<file path="src/rtl/ricosoc_uart_pkg.sv">
// Shared constants and state encodings for the memory-mapped UART.
// Register offsets, STATUS bit positions, FSM states, divider floor.
package ricosoc_uart_pkg;

    localparam logic [3:0] OFF_DIV    = 4'h0;
    localparam logic [3:0] OFF_DATA   = 4'h4;
    localparam logic [3:0] OFF_STATUS = 4'h8;
    localparam logic [3:0] OFF_RSVD   = 4'hC;

    localparam int ST_RX_VALID  = 0;
    localparam int ST_TX_BUSY   = 1;
    localparam int ST_OVERRUN   = 2;
    localparam int ST_FRAME_ERR = 3;

    localparam logic [31:0] MIN_DIV = 32'd4;

    typedef enum logic [1:0] {
        TX_IDLE,
        TX_START,
        TX_DATA,
        TX_STOP
    } tx_state_t;

    typedef enum logic [2:0] {
        RX_IDLE,
        RX_START,
        RX_DATA,
        RX_STOP,
        RX_WAIT
    } rx_state_t;

    function automatic logic [31:0] bit_period(input logic [31:0] div);
        return (div < MIN_DIV) ? MIN_DIV : div;
    endfunction

endpackage

</file>
<file path="src/rtl/ricosoc_uart_rx.sv">
// UART receiver: input synchroniser, mid-bit sampler and frame FSM.
// Emits one-cycle done/ferr pulses; the byte is held on data.
module ricosoc_uart_rx
    import ricosoc_uart_pkg::*;
(
    input  logic        clk,
    input  logic        resetn,
    input  logic        ser_rx,
    input  logic [31:0] period,
    output logic        done,
    output logic        ferr,
    output logic [7:0]  data
);

    logic        sync1;
    logic        sync2;
    logic        prev;
    rx_state_t   state;
    rx_state_t   state_n;
    logic [31:0] cnt;
    logic [31:0] cnt_n;
    logic [31:0] per;
    logic [31:0] per_n;
    logic [2:0]  bidx;
    logic [2:0]  bidx_n;
    logic [7:0]  sh;
    logic [7:0]  sh_n;

    always_ff @(posedge clk or negedge resetn) begin
        if (!resetn) begin
            sync1 <= 1'b1;
            sync2 <= 1'b1;
            prev  <= 1'b1;
            state <= RX_IDLE;
            cnt   <= '0;
            per   <= MIN_DIV;
            bidx  <= '0;
            sh    <= '0;
        end else begin
            sync1 <= ser_rx;
            sync2 <= sync1;
            prev  <= sync2;
            state <= state_n;
            cnt   <= cnt_n;
            per   <= per_n;
            bidx  <= bidx_n;
            sh    <= sh_n;
        end
    end

    // START waits half a bit so later full-bit steps land mid-bit
    always_comb begin
        state_n = state;
        cnt_n   = cnt + 32'd1;
        per_n   = per;
        bidx_n  = bidx;
        sh_n    = sh;
        done    = 1'b0;
        ferr    = 1'b0;
        unique case (state)
            RX_IDLE: begin
                cnt_n = '0;
                if (prev && !sync2) begin
                    state_n = RX_START;
                    per_n   = period;
                end
            end
            RX_START: begin
                if (cnt == (per >> 1) - 32'd1) begin
                    cnt_n   = '0;
                    bidx_n  = '0;
                    state_n = sync2 ? RX_IDLE : RX_DATA;
                end
            end
            RX_DATA: begin
                if (cnt == per - 32'd1) begin
                    cnt_n  = '0;
                    sh_n   = {sync2, sh[7:1]};
                    bidx_n = bidx + 3'd1;
                    if (bidx == 3'd7) begin
                        state_n = RX_STOP;
                    end
                end
            end
            RX_STOP: begin
                if (cnt == per - 32'd1) begin
                    cnt_n = '0;
                    if (sync2) begin
                        done    = 1'b1;
                        state_n = RX_IDLE;
                    end else begin
                        ferr    = 1'b1;
                        state_n = RX_WAIT;
                    end
                end
            end
            RX_WAIT: begin
                cnt_n = '0;
                if (sync2) begin
                    state_n = RX_IDLE;
                end
            end
            default: state_n = RX_IDLE;
        endcase
    end

    assign data = sh;

endmodule

</file>
<file path="src/rtl/ricosoc_uart.sv">
// Memory-mapped UART: bus decode, registers, TX path, RX flags.
// Register window: DIV, DATA, STATUS, reserved.
module ricosoc_uart
    import ricosoc_uart_pkg::*;
#(
    parameter logic [31:0] BASE_ADDR   = 32'h0200_0000,
    parameter logic [31:0] DEFAULT_DIV = 32'd104
) (
    input  logic        clk,
    input  logic        resetn,
    input  logic        iomem_valid,
    output logic        iomem_ready,
    input  logic [3:0]  iomem_wstrb,
    input  logic [31:0] iomem_addr,
    input  logic [31:0] iomem_wdata,
    output logic [31:0] iomem_rdata,
    output logic        ser_tx,
    input  logic        ser_rx,
    output logic        irq_rx
);

    logic [31:0] div;
    logic [31:0] period;
    logic        rx_valid;
    logic        overrun;
    logic        frame_err;
    logic [7:0]  rx_byte;
    logic        rx_done;
    logic        rx_ferr;
    logic [7:0]  rx_data;

    tx_state_t   tx_state;
    tx_state_t   tx_state_n;
    logic [31:0] tx_cnt;
    logic [31:0] tx_cnt_n;
    logic [31:0] tx_per;
    logic [31:0] tx_per_n;
    logic [2:0]  tx_bit;
    logic [2:0]  tx_bit_n;
    logic [7:0]  tx_sh;
    logic [7:0]  tx_sh_n;
    logic        tx_busy;

    logic        hit;
    logic        is_rd;
    logic        sel_div;
    logic        sel_data;
    logic        sel_stat;
    logic        data_wr;
    logic        accept;
    logic        tx_go;
    logic        rd_data;
    logic        rd_stat;
    logic [31:0] rd_val;
    logic        unused_ok;

    assign period   = bit_period(div);
    assign tx_busy  = tx_state != TX_IDLE;
    assign hit      = iomem_valid
                   && (iomem_addr[31:4] == BASE_ADDR[31:4]);
    assign is_rd    = iomem_wstrb == 4'b0000;
    assign sel_div  = {iomem_addr[3:2], 2'b00} == OFF_DIV;
    assign sel_data = {iomem_addr[3:2], 2'b00} == OFF_DATA;
    assign sel_stat = {iomem_addr[3:2], 2'b00} == OFF_STATUS;
    assign data_wr  = sel_data && iomem_wstrb[0];
    // a byte write is held off while a frame is still on the wire
    assign accept   = hit && !iomem_ready && !(data_wr && tx_busy);
    assign tx_go    = accept && data_wr;
    assign rd_data  = accept && is_rd && sel_data;
    assign rd_stat  = accept && is_rd && sel_stat;
    assign irq_rx   = rx_valid;
    assign unused_ok = ^iomem_addr[1:0];

    always_comb begin
        rd_val = '0;
        unique case (1'b1)
            sel_div:  rd_val = div;
            sel_data: rd_val = rx_valid ? {24'h0, rx_byte}
                                        : 32'hFFFF_FFFF;
            sel_stat: begin
                rd_val[ST_RX_VALID]  = rx_valid;
                rd_val[ST_TX_BUSY]   = tx_busy;
                rd_val[ST_OVERRUN]   = overrun;
                rd_val[ST_FRAME_ERR] = frame_err;
            end
            default:  rd_val = '0;
        endcase
    end

    always_ff @(posedge clk or negedge resetn) begin
        if (!resetn) begin
            iomem_ready <= 1'b0;
            iomem_rdata <= '0;
            div         <= DEFAULT_DIV;
        end else begin
            iomem_ready <= accept;
            if (accept) begin
                iomem_rdata <= is_rd ? rd_val : '0;
                if (sel_div) begin
                    for (int i = 0; i < 4; i++) begin
                        if (iomem_wstrb[i]) begin
                            div[8*i +: 8] <= iomem_wdata[8*i +: 8];
                        end
                    end
                end
            end
        end
    end

    // a read racing a new byte hands out the old one, nothing is lost
    always_ff @(posedge clk or negedge resetn) begin
        if (!resetn) begin
            rx_valid  <= 1'b0;
            rx_byte   <= '0;
            overrun   <= 1'b0;
            frame_err <= 1'b0;
        end else begin
            if (rx_done) begin
                rx_byte  <= rx_data;
                rx_valid <= 1'b1;
            end else if (rd_data) begin
                rx_valid <= 1'b0;
            end
            if (rx_done && rx_valid && !rd_data) begin
                overrun <= 1'b1;
            end else if (rd_stat) begin
                overrun <= 1'b0;
            end
            if (rx_ferr) begin
                frame_err <= 1'b1;
            end else if (rd_stat) begin
                frame_err <= 1'b0;
            end
        end
    end

    always_ff @(posedge clk or negedge resetn) begin
        if (!resetn) begin
            tx_state <= TX_IDLE;
            tx_cnt   <= '0;
            tx_per   <= MIN_DIV;
            tx_bit   <= '0;
            tx_sh    <= '0;
        end else begin
            tx_state <= tx_state_n;
            tx_cnt   <= tx_cnt_n;
            tx_per   <= tx_per_n;
            tx_bit   <= tx_bit_n;
            tx_sh    <= tx_sh_n;
        end
    end

    always_comb begin
        tx_state_n = tx_state;
        tx_cnt_n   = tx_cnt + 32'd1;
        tx_per_n   = tx_per;
        tx_bit_n   = tx_bit;
        tx_sh_n    = tx_sh;
        unique case (tx_state)
            TX_IDLE: begin
                tx_cnt_n = '0;
                if (tx_go) begin
                    tx_state_n = TX_START;
                    tx_per_n   = period;
                    tx_sh_n    = iomem_wdata[7:0];
                end
            end
            TX_START: begin
                if (tx_cnt == tx_per - 32'd1) begin
                    tx_cnt_n   = '0;
                    tx_bit_n   = '0;
                    tx_state_n = TX_DATA;
                end
            end
            TX_DATA: begin
                if (tx_cnt == tx_per - 32'd1) begin
                    tx_cnt_n = '0;
                    tx_sh_n  = {1'b1, tx_sh[7:1]};
                    tx_bit_n = tx_bit + 3'd1;
                    if (tx_bit == 3'd7) begin
                        tx_state_n = TX_STOP;
                    end
                end
            end
            TX_STOP: begin
                if (tx_cnt == tx_per - 32'd1) begin
                    tx_cnt_n   = '0;
                    tx_state_n = TX_IDLE;
                end
            end
            default: tx_state_n = TX_IDLE;
        endcase
    end

    always_comb begin
        ser_tx = 1'b1;
        unique case (tx_state)
            TX_START: ser_tx = 1'b0;
            TX_DATA:  ser_tx = tx_sh[0];
            default:  ser_tx = 1'b1;
        endcase
    end

    ricosoc_uart_rx u_rx (
        .clk    (clk),
        .resetn (resetn),
        .ser_rx (ser_rx),
        .period (period),
        .done   (rx_done),
        .ferr   (rx_ferr),
        .data   (rx_data)
    );

endmodule

</file>
<file path="config.mk">
export PLATFORM = sky130hd
export DESIGN_NAME = ricosoc_uart
export DESIGN_NICKNAME = d
export VERILOG_FILES = /design/src/rtl/ricosoc_uart_pkg.sv /design/src/rtl/ricosoc_uart_rx.sv /design/src/rtl/ricosoc_uart.sv
export SDC_FILE = /design/constraint.sdc
export NUM_CORES = 1
export LEC_CHECK = 0
export CAP_MARGIN = 15
export CORE_MARGIN = 5
export CORE_UTILIZATION = 59
export CTS_CLUSTER_SIZE = 25
export DETAILED_ROUTE_END_ITERATION = 8
export PLACE_DENSITY = 0.9
export SYNTH_ARGS = -nofsm -noshare
export SYNTH_HDL_FRONTEND = slang
export SYNTH_SLANG_ARGS = --single-unit
</file>
<file path="constraint.sdc">
create_clock -name clk -period 5.1 [get_ports clk]
set_input_delay 0.765 -clock clk [delete_from_list [all_inputs] [get_ports clk]]
set_output_delay 0.765 -clock clk [all_outputs]
set_load 0.1 [all_outputs]
</file>
---- Word level (Yosys, flattened, before mapping) ----
Index checks and enable logic that the tools add are counted.
operators by class
  $add $sub $neg .......................... 7
  multipliers ............................. 0
  div/mod/pow operators ................... 0
  order comparisons ....................... 1
  equal/unequal tests ..................... 26
  shift-type cells ........................ 0
  mux-type cells .......................... 46
  bitwise gates (word level) .............. 0
  reductions and logical operators ........ 42
operators with widths
  operator                                                                        count
  32-bit 2-to-1 mux                                                               6
  32-bit == test                                                                  3
  32-bit case mux with 3 select lines                                             1
  32-bit by 1-bit adder with 32-bit output (second input constant)                2
  32-bit case mux with 2 select lines                                             1
  32-bit by 1-bit subtractor with 32-bit output (second input constant)           2
  28-bit case mux with 2 select lines                                             1
  3-bit 2-to-1 mux                                                                11
  32-bit by 3-bit less-than comparator with 1-bit output (second input constant)  1
  31-bit by 1-bit subtractor with 32-bit output (second input constant)           1
  28-bit by 22-bit == test with 1-bit output (second input constant)              1
  3-bit AND reduction                                                             7
  8-bit 2-to-1 mux                                                                2
  8-bit case mux with 2 select lines                                              1
  3-bit case mux with 5 select lines                                              1
  2-bit nonzero test                                                              7
  1-bit logical AND                                                               12
  2-bit 2-to-1 mux                                                                6
  2-bit by 1-bit != test with 1-bit output (second input constant)                6
  3-bit case mux with 2 select lines                                              2
  4-bit case mux with 3 select lines                                              1
  1-bit 2-to-1 mux                                                                11
  2-bit != test (second input constant)                                           5
  3-bit == test (second input constant)                                           3
  16 further kinds                                                                28
storage, ports and cells
  register bits ........................... 234
  latch bits .............................. 0
  memory bits (writable) .................. 0
  memory bits (read-only) ................. 0
  memories ................................ 0

---- Longest topological paths before layout ----
Gate-level depths: netlist of run 1.
  word-level depth ........................ 10
  gate-level depth with buffers ........... 15

---- Modules after synthesis ----
From an unflattened synthesis of run 1, not the netlist that was laid out.
unflattened totals
  cells, all modules ...................... 1,524
  area total of the unflattened synthesis .. 14,151.1 um2
by module, submodules not included
  module           instances  cells each  area each (um2)
  ricosoc_uart     1          852         8,051.5
  ricosoc_uart_rx  1          672         6,099.6

---- Least setup slack after synthesis of run 1 ----
No wires, ideal clock.
  path kind ............................... reg2reg
  from .................................... register u_rx.per[1]
  to ...................................... register rx_byte[0]
  library setup time ...................... 125 ps
  arrival time ............................ 4,021 ps
  required time ........................... 4,975 ps
  slack ................................... 954 ps
  stages on the path, launching flop included .. 15
  path buffers ............................ 4
  clock period less this slack ............ 4,146 ps
  path through ............................ dfrtp_1 -> clkbuf_1 -> inv_1 -> ha_1 -> buf_2 -> nor3b_1 -> nand4_1 -> o41ai_1 -> o41ai_1 -> or4b_1 -> or4_1 -> buf_2 -> or3_1 -> buf_6 -> mux2_4
between the ends
  longest elaborated chain between the ends .. 4
RTL lines
  what                                           line                   source
  start: declaration                             ricosoc_uart_rx.sv:22  logic [31:0] per;
  start signal: assignment                       ricosoc_uart_rx.sv:45  per <= per_n;
  32-bit by 1-bit subtractor with 32-bit output  ricosoc_uart_rx.sv:86  if (cnt == per - 32'd1) begin
  32-bit == test                                 ricosoc_uart_rx.sv:86
  1-bit 2-to-1 mux                               ricosoc_uart_rx.sv:86
  1-bit 2-to-1 mux                               ricosoc_uart_rx.sv:60  unique case (state)
  end signal: assignment                         ricosoc_uart.sv:119    rx_byte <= rx_data;
  end: declaration                               ricosoc_uart.sv:27     logic [7:0] rx_byte;
Every way passes these cells.
A chain may end at the register's enable or synchronous reset.

---- Worst setup path after layout of run 1 ----
  from .................................... register u_rx.per[1]
  to ...................................... register rx_byte[5]
Same word-level chain as after synthesis.

==> results of run 1 <==
## through the flow
step                      hold slack [ps]  util (%)  std cells  total power [mW]  instance area (µm²)
after floorplan                       345         -       1645              2.34                14500
after global placement                346      64.8       1989              2.54                15800
after detailed placement              351      64.8       1989              2.56                15800
after CTS                             306      68.3       2037              4.39                16600
after global routing                  337      68.3       2037              4.54                16600
final                                 246      68.3       2037              4.38                16600
## sequential cells by signal, indices dropped and copies added (netlist names)
name / count
u_rx.state: 3
u_rx.sync1: 1
irq_rx: 1
u_rx.data: 8
u_rx.bidx: 3
tx_state: 2
tx_bit: 3
overrun: 1
tx_sh: 8
u_rx.sync2: 1
iomem_ready: 1
rx_byte: 8
u_rx.per: 32
frame_err: 1
tx_per: 32
tx_cnt: 32
u_rx.prev: 1
u_rx.cnt: 32
iomem_rdata: 32
div: 32
## cell usage after synthesis (27+ instances only)
master    instances
xor2_1           79
dfrtp_1         226
nand3_1          46
nor3_1           47
a31o_1           29
and3_1           44
mux2_2           48
inv_1            27
nand4_1          41
nand2_1         288
a21oi_1          55
nor2_1          105
clkbuf_1         92
o21ai_0          67
xnor2_1         104
nor4_1           47
## per-layer routing
metal	global-route usage (%)	wire, µm
met1	38.9	16800
met2	46.8	19200
met3	4.03	3270
met4	9.32	1240
met5	0	0
## where the power goes
part | total [mW] | internal [mW] | leakage [nW] | switching (mW)
combinational | 0.595 | 0.280 | 4.10 | 0.315
clock | 1.83 | 1.04 | 0.414 | 0.790
sequential | 1.95 | 1.89 | 3.18 | 0.0611
## worst max-delay path by stage
stage                     depth (start not counted)   startpoint    endpoint
after detailed placement                         10  u_rx.per[1]  rx_byte[5]
after floorplan                                  14  u_rx.per[1]  rx_byte[0]
final                                            10  u_rx.per[1]  rx_byte[5]
after CTS                                        10  u_rx.per[1]  rx_byte[5]
after global placement                           10  u_rx.per[1]  rx_byte[4]
after global routing                             10  u_rx.per[1]  rx_byte[5]
## layout make-up
type	count	area [µm²]
Clock buffer	33	707
Inverter	28	105
Tap cell	324	405
Fill cell	1854	7710
Clock inverter	15	139
Sequential cell	234	5870
Timing Repair Buffer	134	1300
Multi-Input combinational cell	1269	8090
## cell families (layout without fill, tap and decap cells)
group	Yosys count	in the layout	share of synthesized area, %
buffers and inverters	142	210	4.10
XOR/XNOR	183	183	11.0
adder cells (fa/ha/maj)	14	14	1.20
AO/OA/AOI/OAI	249	249	11.5
flip-flops	234	234	40.3
multiplexers	77	77	5.99
AND/OR/NAND/NOR	746	746	25.9
## critical path: cells and delay by family (launching register included)
family	cells	cell delay, ps
AOI/OAI and AO/OA	2	640
adders and majority gates	1	370
buffers and inverters	1	120
DFF	1	380
muxes	1	390
and+or+nand+nor	5	2610
==> out/results.tsv, run 1 <==
metric	value	unit
ff2ff_setup_slack	460	ps
nNetsFinal	1779	
die_w	167	µm
max-cap-violations	0	
core_area	24300	µm²
ys.flop_type	dfrtp_1	
ctsHtreeMaxLevel	1	
status	complete, no violations	
worst-r2r-cell-count	10	
ys_warn_count	0	
finalHoldViolations	0	
cts_buffers	26	
die_area	27900	µm²
drive_gt1_share	9.46	%
max_freq	0.215	GHz
grt_setup_unrepaired	no	
netlist_top_cells_area	dfrtp_1, nand2_1, xnor2_1	
dpl_worst_slack	530	ps
fp.dieH	167	µm
synth_seq_cells	234	
std_cell_rows	57	
min_period_over_period	91.0	%
ys_async_sr_fraction	100	%
hold_buffers	0	
globalplace.congestion	0.996	
cts-resized-gates	0	
num_io_pins	107	
drc_errors	0	
power_leakage	7.70	nW
fin_ws	459	ps
syn-cell-area	14500	µm²
vias	13000	
initial_core_util	59.8	%
grt_first_pass_wirelength	66200	µm
tns	0	ps
track_usage	28.4	%
final_cell_mix	nand2_1, dfrtp_1, xnor2_1, nor2_1, clkdlybuf4s50_1	
first_iter_violations	1378	
avgViaCountPerCell	6.38	
maxSlewViolCount	0	
wl_per_cell	19.9	µm
syn_nets	1731	
antenna_found_initial	0	
cts_tree	yes	
worst_pin_slew	1130	ps
detail-route-antenna-nets	0	
cp.arrival	5070	ps
diodes	0	
dp_hpwl	28600	µm
slew_headroom	24.5	%
mostFrequentLayoutCell	nand2_1	
crit_top_cell	o41ai_1	
drt-pass1-iter-count	6	
overflow	0	
skew	17.0	ps
first_global_vias	12900	
worst_path_max_delay_cell	or4_1	
synth_cell_types	77	
critPathLaunchType	flip-flop	
synth_edf_count	0	
finalSetupViolCount	0	
cts_root_buf	clkbuf_16	
avgSynthCellArea	8.84	µm²
ir_drop	0.212	mV
port_buffers	104	
reg2reg_from	u_rx.per[1]	
hp-class	in2async	
crit_type	reg2reg	
ys_seq_area_share	40.3	%
cts_sinks	234	
yosys.area.top_type	dfrtp_1	
clk_path_buf_depth	3	
pwr_density_cell	264	nW/µm²
crit_path_max_incr_delay	710	ps
grt_max_degree	123	
worst_ep_required_time	5530	ps
end_kind	flip-flop	
synth_top_cell_area_share	38.9	%
area_growth	14.2	%
crit_path_max_fanout	9	
cts.reportedPaths.clkPinSlew	60	ps
r2r_end	rx_byte[5]	
clk_latency	550	ps
syn-instance-count	1645	
period_needed	4640	ps
cts_setup_buffers	0	
routed_wl	40500	µm
path_cells	inv_1, ha_1, nor3b_1, nand4_1, o41ai_1, o41ai_1, or4b_1, or4_1, or3_1, mux2_4	
(Power assumes the default switching activity.)
==> run 2: changes to the inputs <==
- CAP_MARGIN: 15 -> unset
==> results of run 2 <==
Same layout as run 1: the final DEF is identical, and so are final timing and power.
==> run 3: changes to the inputs <==
- CORE_ASPECT_RATIO: unset -> 0.75
==> run 3 against run 2 <==
Die area grew 0.11%. Core utilization is 0.26 points higher. Critical path depth stayed put. Cell count shrank 0.25%. First-iteration DRC count increased by 2.2%. Clock power fell by 3%. Sequential share of layout area up 0.20 points. Clock skew rose by 3.7 ps. Critical path type unchanged. Wire length increased by 3.9%. Fmax about the same. Register-to-register slack about the same. Sequential power barely moved.
==> out/results.tsv, run 3 (synthesis results as in run 1) <==
metric	value	unit	change
routed_wl	42100	µm	was 40,500 µm
finalSetupViolCount	0		unchanged
maxSlewViolCount	0		unchanged
max_freq	0.215	GHz	about the same
cts_sinks	234		unchanged
hp-class	in2async		unchanged
min_period_over_period	91.0	%	about the same
core_area	24100	µm²	was 24,300 µm²
detail-route-antenna-nets	0		unchanged
globalplace.congestion	0.980		was 0.996
die_area	27900	µm²	about the same
diodes	0		unchanged
drt-pass1-iter-count	5		was 6
cts-resized-gates	0		unchanged
final_cell_mix	nand2_1, dfrtp_1, xnor2_1, clkdlybuf4s50_1, nor2_1		was nand2_1, dfrtp_1, xnor2_1, nor2_1, clkdlybuf4s50_1
crit_path_max_fanout	9		unchanged
cts_buffers	24		was 26
skew	20.7	ps	was 17.0 ps
power	4.32	mW	was 4.38 mW
track_usage	29.6	%	was 28.4%
final_cells	2032		was 2,037
worst-r2r-cell-count	10		unchanged
max-cap-violations	0		unchanged
cts_tree	yes		unchanged
worst_ep_required_time	5510	ps	was 5530 ps
hold_buffers	0		unchanged
drc_errors	0		unchanged
port_buffers	104		unchanged
grt_setup_unrepaired	no		unchanged
dp_hpwl	29800	µm	was 28,600 µm
mostFrequentLayoutCell	nand2_1		unchanged
critPathLaunchType	flip-flop		unchanged
nNetsFinal	1771		was 1,779
drive_gt1_share	8.88	%	was 9.46%
ctsHtreeMaxLevel	1		unchanged
end_kind	flip-flop		unchanged
vias	13200		was 13,000
finalHoldViolations	0		unchanged
ir_drop	0.241	mV	was 0.212 mV
crit_type	reg2reg		unchanged
tns	0	ps	unchanged
grt_max_degree	106		was 123
clk_path_buf_depth	3		unchanged
dpl.cell_count	1990		was 1,989
first_global_vias	12600		was 12,900
grt_first_pass_wirelength	67700	µm	was 66,200 µm
cp.arrival	5050	ps	was 5070 ps
wl_per_cell	20.7	µm	was 19.9 µm
antenna_found_initial	1		was 0
dpl_worst_slack	597	ps	was 530 ps
power_leakage	7.64	nW	was 7.70 nW
initial_core_util	60.4	%	was 59.8%
first_iter_violations	1409		was 1,378
cts_root_buf	clkbuf_16		unchanged
cts_setup_buffers	0		unchanged
num_io_pins	107		unchanged
whs	191	ps	was 246 ps
avgViaCountPerCell	6.48		was 6.38
status	complete, no violations		unchanged
worst_pin_slew	1240	ps	was 1130 ps
area_growth	13.6	%	was 14.2%
std_cell_rows	49		was 57
overflow	0		unchanged
fp.dieH	146	µm	was 167 µm
slew_headroom	17.4	%	was 24.5%
die_w	191	µm	was 167 µm
clk_latency	540	ps	was 550 ps
pwr_density_cell	262	nW/µm²	was 264 nW/µm²
period_needed	4640	ps	about the same
cts.reportedPaths.clkPinSlew	60	ps	about the same
fin_ws	459	ps	about the same
run 3: layout make-up:
| type | instances | area [µm²] |
|---|---|---|
| Timing Repair Buffer | 128 | 1250 |
| Tap cell | 331 | 414 |
| Fill cell | 1824 | 7580 |
| Multi-Input combinational cell | 1269 | 8090 |
| Clock inverter | 10 | 125 |
| Sequential cell | 234 | 5870 |
| Inverter | 28 | 105 |
| Clock buffer | 32 | 661 |
run 3: worst paths after layout:
check | from | end | slack [ps]
setup / recovery | u_rx.per[1] | rx_byte[3] | 460
hold / removal | resetn | tx_sh[4] | 190
setup reg to reg | u_rx.per[1] | rx_byte[3] | 460
hold reg to reg | u_rx.sync1 | u_rx.sync2 | 360
max in group asynchronous | resetn | tx_per[25] | 3760
min in group clk | u_rx.sync1 | u_rx.sync2 | 360
run 3: critical path, cell delays in order, from the launching register on:
cell	delay [ps]
dfrtp_1	380
inv_1	160
ha_1	390
nor3b_1	450
nand4_1	240
buf_4	240
or4_1	510
a2111o_1	420
or4_1	670
or3_1	680
mux2_4	380
run 3: stage by stage:
step / instance area, µm² / utilization [%]
floorplan: 14500 / -
global placement: 15700 / 65.3
detailed placement: 15700 / 65.3
CTS: 16500 / 68.5
global route: 16500 / 68.5
finish: 16500 / 68.5
run 3: per-layer routing:
metal	vias up	GRT usage [%]	share of wire [%]
met1	6461	44.9	43
met3	83	6.62	11
li1	5902	-	-
met4	0	6.68	2.3
met2	726	43.6	44
met5	-	0	0
run 3: power breakdown:
part / internal (mW) / leakage (nW) / switching (mW) / total, mW
Sequential: 1.89 / 3.18 / 0.0571 / 1.94
Clock: 1.02 / 0.383 / 0.755 / 1.77
Combinational: 0.281 / 4.07 / 0.323 / 0.604
